$ cat src/rtl/nfc_pkg.sv
// Shared types and widths for the NFC ADC envelope path.
package nfc_pkg;

    localparam int ADC_W = 12;
    localparam logic [ADC_W-1:0] ADC_MID = 12'd2048;

    typedef logic [ADC_W-1:0] adc_t;

    // Width that holds win full-scale magnitudes without wrapping.
    function automatic int env_w(input int win);
        return ADC_W + $clog2(win + 1);
    endfunction

endpackage

$ cat src/rtl/nfc_win_sum.sv
// Sliding-window sum of rectified samples: WIN-deep delay line, running sum and fill counter.
module nfc_win_sum
    import nfc_pkg::*;
#(
    parameter int WIN = 6,
    parameter int W   = env_w(WIN)
) (
    input  logic         clk,
    input  logic         rstn,
    input  logic         in_en,
    input  adc_t         in_val,
    output logic         fire,
    output logic         out_en,
    output logic [W-1:0] out_sum
);

    localparam int CW = $clog2(WIN + 1);

    adc_t          line_p2 [WIN];
    logic [W-1:0]  sum_p2;
    logic [CW-1:0] fill_p2;
    logic [W-1:0]  sum_nxt;

    // Slots start cleared, so the tail reads 0 until the line has filled.
    assign sum_nxt = sum_p2 + W'(in_val) - W'(line_p2[WIN-1]);
    assign fire    = in_en && (fill_p2 >= CW'(WIN - 1));

    // ---- stage 2: window update and result register ----
    always_ff @(posedge clk) begin
        if (!rstn) begin
            for (int i = 0; i < WIN; i++) begin
                line_p2[i] <= '0;
            end
            sum_p2  <= '0;
            fill_p2 <= '0;
            out_en  <= 1'b0;
            out_sum <= '0;
        end else begin
            out_en <= fire;
            if (in_en) begin
                line_p2[0] <= in_val;
                for (int i = 1; i < WIN; i++) begin
                    line_p2[i] <= line_p2[i-1];
                end
                sum_p2 <= sum_nxt;
                if (fill_p2 != CW'(WIN)) begin
                    fill_p2 <= fill_p2 + CW'(1);
                end
            end
            if (fire) begin
                out_sum <= sum_nxt;
            end
        end
    end

endmodule

$ cat src/rtl/nfc_adc_envelope.sv
// DC removal, rectification and windowed sum of the ADC stream for the NFC bit decoder.
// Define NFC_ENV_DETECT_EN to add the hysteretic o_load detector.
module nfc_adc_envelope
    import nfc_pkg::*;
#(
    parameter int WIN      = 6,
    parameter int DC_SHIFT = 6
`ifdef NFC_ENV_DETECT_EN
    ,
    parameter int TH_HI    = 2048,
    parameter int TH_LO    = 1024
`endif
) (
    input  logic                   clk,
    input  logic                   rstn,
    input  logic                   i_en,
    input  adc_t                   i_data,
    output logic                   o_en,
    output adc_t                   o_dc,
    output logic [env_w(WIN)-1:0]  o_env
`ifdef NFC_ENV_DETECT_EN
    ,
    output logic                   o_load
`endif
);

    localparam int EW    = env_w(WIN);
    localparam int ACC_W = ADC_W + DC_SHIFT;
    localparam logic [ACC_W-1:0] ACC_INIT = ACC_W'(ADC_MID) << DC_SHIFT;

    // |v| for v in -4095..4095 always fits the unsigned sample width.
    function automatic adc_t abs13(input logic signed [ADC_W:0] v);
        return adc_t'((v < 0) ? -v : v);
    endfunction

    logic [ACC_W-1:0]        acc;
    logic [ACC_W-1:0]        acc_nxt;
    adc_t                    mean_p0;
    logic signed [ADC_W:0]   diff_p0;

    logic                    vld_p1;
    adc_t                    a_p1;
    adc_t                    dc_p1;

    logic                    fire;

    // ---- stage 0: IIR mean tracker, residual against the pre-update mean ----
    assign mean_p0 = acc[ACC_W-1:DC_SHIFT];
    assign diff_p0 = $signed({1'b0, i_data}) - $signed({1'b0, mean_p0});
    assign acc_nxt = acc + ACC_W'(i_data) - ACC_W'(mean_p0);

    // ---- stage 1: rectified residual and updated mean ----
    always_ff @(posedge clk) begin
        if (!rstn) begin
            acc    <= ACC_INIT;
            vld_p1 <= 1'b0;
        end else begin
            vld_p1 <= i_en;
            if (i_en) begin
                acc <= acc_nxt;
            end
        end
    end

    always_ff @(posedge clk) begin
        if (i_en) begin
            a_p1  <= abs13(diff_p0);
            dc_p1 <= acc_nxt[ACC_W-1:DC_SHIFT];
        end
    end

    // ---- stage 2: window sum and output registers ----
    nfc_win_sum #(
        .WIN (WIN),
        .W   (EW)
    ) u_win_sum (
        .clk     (clk),
        .rstn    (rstn),
        .in_en   (vld_p1),
        .in_val  (a_p1),
        .fire    (fire),
        .out_en  (o_en),
        .out_sum (o_env)
    );

    always_ff @(posedge clk) begin
        if (!rstn) begin
            o_dc <= ADC_MID;
        end else if (fire) begin
            o_dc <= dc_p1;
        end
    end

`ifdef NFC_ENV_DETECT_EN
    logic load_q;

    // o_env only moves on o_en, so the decision is taken from it directly and latched on o_en.
    always_comb begin
        o_load = load_q;
        if (o_env >= EW'(TH_HI)) begin
            o_load = 1'b1;
        end else if (o_env < EW'(TH_LO)) begin
            o_load = 1'b0;
        end
    end

    always_ff @(posedge clk) begin
        if (!rstn) begin
            load_q <= 1'b0;
        end else if (o_en) begin
            load_q <= o_load;
        end
    end
`endif

endmodule

$ cat config.mk
export PLATFORM = sky130hd
export DESIGN_NAME = nfc_adc_envelope
export DESIGN_NICKNAME = d
export VERILOG_FILES = /design/src/rtl/nfc_pkg.sv /design/src/rtl/nfc_win_sum.sv /design/src/rtl/nfc_adc_envelope.sv
export SDC_FILE = /design/constraint.sdc
export NUM_CORES = 1
export LEC_CHECK = 0
export ABC_AREA = 1
export CORE_MARGIN = 2
export CORE_UTILIZATION = 50
export DETAILED_ROUTE_END_ITERATION = 10
export DONT_BUFFER_PORTS = 1
export GPL_TIMING_DRIVEN = 0
export SETUP_SLACK_MARGIN = 0.15
export SLEW_MARGIN = 30
export SYNTH_ARGS = -nofsm -noshare
export SYNTH_HDL_FRONTEND = slang
export SYNTH_HIERARCHICAL = 1
export SYNTH_SLANG_ARGS = --single-unit
$ cat constraint.sdc
create_clock -name clk -period 6 [get_ports clk]
set_clock_uncertainty 0.05 [all_clocks]
set_input_delay 0.9 -clock clk [delete_from_list [all_inputs] [get_ports clk]]
set_output_delay 0.9 -clock clk [all_outputs]
set_load 0.005 [all_outputs]
-- After elaboration in Yosys (flattened, before gate mapping)
Memories as Yosys holds them, arrays and structs flattened.
Cells that the tools add are included.
- flip-flop bits (word level): 89
- bits in writable memories: 72
- bits of input ports: 15
- output and inout bits: 28
- logic and storage cells: 39
- memories: 1
- memories (name ; depth ; bits a word ; read ports ; clocked after memory_dff ; write ports ; RTL line ; source):
    u_win_sum.line_p2 ; 6 ; 12 ; 6 ; 0 ; 6 ; nfc_win_sum.sv:19 ; adc_t line_p2 [WIN];
- add/subtract/negate cells: 7
- $lt $le $gt $ge: 2
- eq/ne operators: 1
- mux-type cells: 11
- bitwise gates (word level): 6
- reductions and logical operators: 2
- operator list (cell ; count):
    two-way mux 12 bit ; 7
    adder 18 x 12 -> 18 bit ; 1
    subtractor 18 x 12 -> 18 bit ; 1
    adder 15 x 12 -> 15 bit ; 1
    subtractor 15 x 12 -> 15 bit ; 1
    less-than comparator 13 x 1 -> 1 bit, second input constant ; 1
    subtractor 12 x 12 -> 13 bit ; 1
    negator 12 bit ; 1
    bitwise OR 1 bit ; 6
    two-way mux 1 bit ; 4
    adder 3 x 1 -> 3 bit, second input constant ; 1
    >= comparator 3 bit, second input constant ; 1
    inequality test 3 bit, second input constant ; 1
    AND reduction 2 bit ; 1
    logical AND 1 bit ; 1

-- Logic depth before layout (Yosys ltp)
Gate-level depths: netlist (run 1).
- depth after elaboration: 4
- depth in mapped cells: 17
- gate-level depth less buffers: 17

-- Modules after synthesis
Netlist (run 1), hierarchy kept.
- by module, submodules not included (module ; times used ; cells an instance ; area an instance (sq um) ; seq. area each (sq um)):
    nfc_win_sum ; 1 ; 604 ; 5218.8 ; 2842.7
    nfc_adc_envelope ; 1 ; 573 ; 4164.0 ; 1341.3

-- Worst setup path before layout (run 1)
OpenSTA, ideal clock, no wires.
- kind: input port to flip-flop
- start point: input port i_data[4]
- end point: register dc_p1[5] (data pin)
- library setup time: 258 ps
- arrival time: 2568 ps
- data required time: 5692 ps
- slack: 3125 ps
- stages: 12
- buffers on the path: 0
- cell sequence: inv_1 fa_1 inv_1 ha_1 a21oi_1 nor2_1 nor2_1 nand2_1 a21oi_1 inv_1 nand2_1 nand2_1
- cells in the longest elaborated chain, start to end: 2
- ends and longest elaborated chain (element ; RTL line ; source):
    start: declaration ; nfc_adc_envelope.sv:17 ; input adc_t i_data,
    adder 18 x 12 -> 18 bit ; nfc_adc_envelope.sv:50 ; assign acc_nxt = acc + ACC_W'(i_data) - ACC_W'(mean_p0);
    subtractor 18 x 12 -> 18 bit ; nfc_adc_envelope.sv:50 ;
    named net acc_nxt[11] ; nfc_adc_envelope.sv:37 ; logic [ACC_W-1:0] acc_nxt;
    end signal: assignment ; nfc_adc_envelope.sv:68 ; dc_p1 <= acc_nxt[ACC_W-1:DC_SHIFT];
    end: declaration ; nfc_adc_envelope.sv:43 ; adc_t dc_p1;
The timed path passes the listed nets, and every way through them passes these cells.
A chain may end at the register's enable or synchronous reset.

-- Final worst setup path (run 1)
- start point: input port i_data[9]
- end point: register acc[16]
- cells in the longest elaborated chain, start to end: 2
- ends and longest elaborated chain (element ; RTL line ; source):
    adder 18 x 12 -> 18 bit ; nfc_adc_envelope.sv:50 ;
    subtractor 18 x 12 -> 18 bit ; nfc_adc_envelope.sv:50 ;
    named net acc_nxt[16] ; nfc_adc_envelope.sv:37 ;
    end signal: assignment ; nfc_adc_envelope.sv:60 ; acc <= acc_nxt;
    end: declaration ; nfc_adc_envelope.sv:36 ; logic [ACC_W-1:0] acc;
The timed path passes the listed nets, and every way through them passes these cells.

==> reports/metrics.yaml, run 1 <==
power:
  seqPwrFrac: 0.254
  swShare: 0.4608
  p_switching_uw: 2783
  p_comb_frac: 0.563
  max-vdd-ir-drop_uv: 276.1
  p_clk_frac: 0.183
  power.density_mw_per_mm2: 585.4
  internal_power_uw: 3256
  leakagePower_uw: 0.005202
clocking:
  numCtsBuffers: 17
  clock_latency_ps: 420
  clk_pin_slew_worst_paths_ps: 70
  cts_resized: 0
  cts_hold_buf: 0
  cts_buffer_depth: 2
  clock_sinks: 161
  post_cts_buffers: 0
  cts_tree: "done"
  cts-root-buf: "clkbuf_16"
  ctsHtreeMaxLevel: 4
route:
  via_count: 7030
  drc: 0
  antenna_left: 0
  wl_per_cell_um: 13.70
  drtIter0Drc: 461
  routed_wl_mm: 19.79
  viasPerCell: 4.868
  firstDrtPassIters: 5
timing:
  post-route-min-period_ps: 2786
  setup_violations: 0
  setup_tns_ps: 0
  fmax_mhz: 358.9
  worst_pin_slew_ps: 605.5
  fin_crit_sh: 0.4644
  grt_setup_unrepaired: "false"
  report.final.slew_viol_count: 0
  finalHoldViolCount: 0
  slew_headroom: 0.5963
  holdWs_ps: 406.5
yosys:
  synth_edf_count: 96
  syn_inst: 1177
  syn-num-nets: 1266
  synth.distinct_cells: 36
  yosysSeqAreaShare: 0.4459
  yosys_register_bits: 161
  syn-cell-area_sq_mm: 0.009383
  netlist_top_cells_count: "inv_1 (288), nand2_1 (224), nor2_1 (155)"
  ys_async_sr_fraction: 0
  syn_avg_cell_area_sq_um: 7.972
  synth.area.top_cells: "edfxtp_1 (31%), dfxtp_1 (14%), inv_1 (12%), nand2_1 (9.0%), ha_1 (6.5%)"
  synth_most_common_cell: "inv_1"
  yosys_most_used_dff: "edfxtp_1"
  synth_top_cell_by_area: "edfxtp_1"
  synth_top_cell_area_share: 0.3072
  yosysWarnings: 6
die:
  core_area_sq_mm: 0.01858
  die_y_um: 141.0
  dieWidth_um: 141.0
  rows: 50
  start_util: 0.5050
  dieArea_sq_mm: 0.01988
  pin_count: 43
final_layout:
  stdcell_count: 1444
  drive_above_1_share: 0.05950
  nNetsFinal: 1286
  area_growth_pct: 9.948
  diodes: 0
grt:
  grt_usage: 0.2092
  antenna_found_initial: 0
  grt_max_degree: 54
  gr-total-overflow: 0
  grt_pass1_vias: 6662
  grt_pass1_wl_mm: 32.65
critical_path:
  cp_data_required_time_ps: 6270
  worstPathArrival_ps: 3060
  timing_worst_setup_path_type: "in2reg"
  cp-end-kind: "flop"
  crit_fanout: 6
  crit_path_start_kind: "input pin"
place:
  globalplace.congestion: 0.8883
  dp.cells: 1412
  port_buffers: 0
  dp_hpwl_mm: 15.46
outcome:
  status: "finished, final reports clean"
run:
  drv_cap: 0
worst_hold_path:
  hp-class: "reg2reg"
## sequential cells by signal, summed over array words and instances (netlist names), 3 cells and up
| signal | cells |
|---|---|
| u_win_sum/line_p2 | 72 |
| dc_p1 | 12 |
| a_p1 | 12 |
| o_dc | 12 |
| u_win_sum/sum_p2 | 15 |
| u_win_sum/fill_p2 | 3 |
| u_win_sum/out_sum | 15 |
| acc | 18 |
## logic make-up after synthesis
| kind of cell | Yosys count | synth area share |
|---|---|---|
| flip-flops | 161 | 0.4459 |
| AND/OR/NAND/NOR | 482 | 0.2151 |
| adder cells (fa/ha/maj) | 74 | 0.1187 |
| XOR/XNOR | 25 | 0.02334 |
| buffers and inverters | 315 | 0.1287 |
| AO/OA/AOI/OAI | 120 | 0.06828 |
## power groups by stage
stage	clock [uW]	combinational [uW]	sequential, uW
floorplan	0	2550	1540
global placement	0	3350	1560
detailed placement	0	3380	1560
CTS	1120	3400	1540
global route	1180	3880	1560
finish	1100	3400	1540
## final timing paths
kind	from	end	slack [ps]	cells after the start
setup / recovery	i_data[9]	acc[16]$_SDFFE_PN0P_	3210	12
hold / removal	u_win_sum/sum_p2[9]$_SDFFE_PN0P_	u_win_sum/sum_p2[9]$_SDFFE_PN0P_	410	2
setup reg to reg	acc[9]$_SDFFE_PN0P_	acc[16]$_SDFFE_PN0P_	3260	12
hold reg to reg	u_win_sum/sum_p2[9]$_SDFFE_PN0P_	u_win_sum/sum_p2[9]$_SDFFE_PN0P_	410	2
## layer usage
metal	vias to the layer above	share of wire	global-route usage
met5	-	0	0
met4	0	0.0068	0.04579
met3	13	0.051	0.04484
met2	131	0.47	0.3461
met1	3225	0.48	0.2851
li1	3661	-	-
## layout make-up
class                      instances  area, sq um
buffer                            22        110.1
clock buffer                      23        520.5
clock inverter                     9        90.09
fill                            1721         8264
inverter                         293         1100
multi-input combinational        701         3991
sequential                       161         4184
tap                              234        292.8
timing repair buffer               1        27.53
## placed cells by master, fill, tap and decap left out, types with 4 or more instances in the layout
master     instances
inv_1            288
nand2_1          224
nor2_1           155
edfxtp_1          96
dfxtp_1           65
nand3_1           58
a21oi_1           54
ha_1              49
o21ai_0           45
fa_1              25
xor2_1            20
clkbuf_16         19
nand2_2           17
clkbuf_1          17
nand4_1           12
o22ai_1            7
inv_2              5
xnor2_1            5
o21ai_1            4
## stage by stage
stage	utilization	area (sq um)	total power [uW]	setup slack (ps)
after floorplan	-	9383	4090	3125
after global placement	0.5207	9676	4908	2749
after detailed placement	0.5224	9706	4943	2814
after CTS	0.5552	10320	6059	3253
after global routing	0.5552	10320	6617	2975
final	0.5552	10320	6039	3214
## critical path, stage by stage
cell,delay (ps)
inv_1,30
fa_1,530
inv_1,40
ha_1,390
a21oi_1,360
o21ai_0,170
a21oi_1,210
nand2_1,70
nand2_1,50
nand2_1,110
o21ai_1,140
inv_1,50
Note: power is estimated with default switching activity, not from simulation.
==> run 2, diff against run 1 <==
- PLACE_DENSITY: unset -> 0.68
- clock period: 6 -> 2.45 ns (I/O delays scaled with it)
==> run 2 against run 1 <==
  * Cell count is 2.0% higher
  * Critical path depth shrank 2
  * Register-to-register slack worse by 3200 ps
  * First-iteration DRC count is 3.5% higher
  * Sequential share of layout area down 4.1 points
  * Die area did not move
  * Core utilization increased by 6.6 points
  * Flip-flop and latch count stayed put
  * Clock-buffer cell count up 1
  * Highest routed layer unchanged
  * Non-clock buffer count grew 29
  * Critical endpoint is now dc_p1[11]$_DFFE_PP_
  * Global-route usage up 0.80 points
==> reports/metrics.yaml, run 2 (synthesis gave the netlist of run 1 again) <==
critical_path:
  crit_path_start_kind: "flop"  # was input pin
  critical-path-top-delay-family: "simple AND/OR/NAND/NOR gates"  # was adder cells
  worst_path_max_delay_cell: "fa_1"  # unchanged
  timing_worst_setup_path_type: "reg2reg"  # was in2reg
  worstSetupPathDepth: 10  # was 12
  cp-end-kind: "flop"  # unchanged
  worst_path_most_repeated_cell: "nand4_1"
  worstReg2RegStart: "acc[9]$_SDFFE_PN0P_"  # unchanged
  max_stage_delay_ps: 530  # about the same
  worstPathArrival_ps: 2550  # was 3060 ps
  rr_endpoint: "dc_p1[11]$_DFFE_PP_"  # was acc[16]$_SDFFE_PN0P_
  reg2reg_depth: 10  # was 12
  rrSetupSlack_ps: 30  # was 3260 ps
  critPathBufInv: 2  # was 3
  cp_data_required_time_ps: 2580  # was 6270 ps
  crit_fanout: 4  # was 6
  crit_chain: "inv_4 > fa_1 > inv_2 > ha_4 > nand4_1 > nor2_2 > nand4_1 > nand3_1 > nand2_1 > and2_1"  # was inv_1 > fa_1 > inv_1 > ha_1 > a21oi_1 > o21ai_0 > a21oi_1 > nand2_1 > nand2_1 > nand2_1 > o21ai_1 > inv_1
final_layout:
  nNetsFinal: 1315  # was 1286
  multi_input_area_sq_mm: 0.004971  # was 0.003991 sq mm
  layout_common_cells: "inv_1 (248), nand2_1 (159), nor2_1 (136), edfxtp_1 (96), nand2_2 (70)"  # was inv_1 (288), nand2_1 (224), nor2_1 (155), edfxtp_1 (96), dfxtp_1 (65)
  drive_above_1_share: 0.2526  # was 0.05950
  diodes: 0  # unchanged
  largest_register_ffs: 72  # unchanged
  reg.largest.list: "u_win_sum/line_p2 (72), acc (18)"  # unchanged
  regArea_sq_mm: 0.004208  # was 0.004184 sq mm
  area_growth_pct: 22.96  # was 9.948%
  largest_register: "u_win_sum/line_p2"  # unchanged
  fillers: 1501  # was 1721
  final_common_cell: "inv_1"  # unchanged
timing:
  holdWs_ps: 29.16  # was 406.5 ps
  fmax_mhz: 413.1
  grt_setup_unrepaired: "true"  # was false
  finalHoldViolCount: 0  # unchanged
  setup_violations: 0  # unchanged
  slew_headroom: 0.4979  # was 0.5963
  report.final.slew_viol_count: 0  # unchanged
  worst_pin_slew_ps: 753.2  # was 605.5 ps
  post-route-min-period_ps: 2421
  fin_crit_sh: 0.9880
grt:
  gr-total-overflow: 0  # unchanged
  grt_pass1_wl_mm: 33.76  # was 32.65 mm
  antenna_found_initial: 0  # unchanged
  use_met3: 0.05503  # was 0.04484
  grt_max_degree: 44  # was 54
  grt_usage: 0.2172  # was 0.2092
  busiest_layer: "met2"  # unchanged
  use_met2: 0.3592  # was 0.3461
  grtUsageMet1: 0.2778  # was 0.2851
  grt_pass1_vias: 7013  # was 6662
die:
  pin_count: 43  # unchanged
  start_util: 0.5050  # unchanged
  rows: 50  # unchanged
  dieArea_sq_mm: 0.01988  # unchanged
  dieWidth_um: 141.0  # unchanged
  core_area_sq_mm: 0.01858  # unchanged
  die_y_um: 141.0  # unchanged
outcome:
  status: "finished, final reports clean"  # unchanged
route:
  antenna_left: 0  # unchanged
  drtIter0Drc: 477  # was 461
  firstDrtPassIters: 5  # unchanged
  drc: 0  # unchanged
  via_count: 7451  # was 7030
  routed_wl_mm: 21.86  # was 19.79 mm
  wl_per_cell_um: 14.84  # was 13.70 um
  viasPerCell: 5.058  # was 4.868
place:
  globalplace.congestion: 0.9582  # was 0.8883
  dp_hpwl_mm: 15.28  # was 15.46 mm
  port_buffers: 0  # unchanged
run:
  drv_cap: 0  # unchanged
worst_hold_path:
  holdCritStartpoint: "rstn"  # was u_win_sum/sum_p2[9]$_SDFFE_PN0P_
  hold_depth: 2  # unchanged
  hp-class: "in2reg"  # was reg2reg
  hold_end: "o_dc[1]$_SDFFE_PN0P_"  # was u_win_sum/sum_p2[9]$_SDFFE_PN0P_
clocking:
  cts_tree: "done"  # unchanged
  clock_sinks: 161  # unchanged
  clock_latency_ps: 430  # was 420 ps
  clk_pin_slew_worst_paths_ps: 60  # was 70 ps
  ctsHtreeMaxLevel: 4  # unchanged
  cts-root-buf: "clkbuf_16"  # unchanged
  cts_buffer_depth: 2  # unchanged
  numCtsBuffers: 17  # unchanged
## run 2: changes by cell type in the layout (fill, tap and decap cells not counted), sizes merged
| cell | before | now |
|---|---|---|
| clkinv | 3 | 5 |
| buf | 7 | 36 |
| clkbuf | 39 | 40 |
| inv | 298 | 294 |
| bufinv | 1 | 2 |
## run 2: final cells by class
class / count / share of cell area
Clock inverter: 8 / 0.009110
Tap cell: 234 / 0.02538
Inverter: 293 / 0.09641
Clock buffer: 24 / 0.04088
Multi-Input combinational cell: 701 / 0.4309
Buffer: 22 / 0.009977
Timing Repair Buffer: 30 / 0.02267
Sequential cell: 161 / 0.3647
## run 2: worst max path at each step
stage	start	to
after global routing	acc[10]$_SDFFE_PN0P_	dc_p1[11]$_DFFE_PP_
after CTS	acc[9]$_SDFFE_PN0P_	dc_p1[11]$_DFFE_PP_
final	acc[9]$_SDFFE_PN0P_	dc_p1[11]$_DFFE_PP_
after detailed placement	acc[9]$_SDFFE_PN0P_	acc[16]$_SDFFE_PN0P_
after floorplan	i_data[5]	dc_p1[6]$_DFFE_PP_
after global placement	rstn	u_win_sum/line_p2[0][5]$_SDFFCE_PN0P_
## run 2: layer usage
layer  part of all wire  vias up  routed length (um)
met1               0.42     3486                9243
met4              0.027        0                 580
li1                   -     3721                   -
met2               0.49      195               10700
met5                  0        -                   0
met3              0.061       49                1337
## run 2: through the flow
| stage | cell area [sq um] | util | setup TNS, ps | worst slack (ps) | cells |
|---|---|---|---|---|---|
| floorplan | 9450 | - | 0 | 151.6 | 1177 |
| global placement | 9743 | 0.5244 | -23260 | -286.2 | 1411 |
| detailed placement | 9766 | 0.5256 | -1892 | -175.0 | 1412 |
| CTS | 10840 | 0.5834 | 0 | 100.9 | 1459 |
| global route | 11540 | 0.6209 | -38.99 | -34.10 | 1473 |
| finish | 11540 | 0.6209 | 0 | 29.42 | 1473 |
## run 2: timing repair
item | CTS | global route
endpoints found under the hold margin | 25 | 0
pin swaps | 39 | 90
cloned | 0 | 0
endpoints found under the setup margin | 50 | 57
buffers inserted | 14 | 14
hold buffers | 1 | 0
resized for setup | 93 | 181
## run 2: worst register-to-register path, delay by kind of cell, from the launching register on
kind / cells / cell delay [ps]
and+or+nand+nor: 6 / 830
adders and majority gates: 2 / 820
DFF: 1 / 370
buffers and inverters: 2 / 100
Power of run 2 is not shown: default switching activity piles up to over one toggle a cycle in this logic, so the estimate is an artifact.
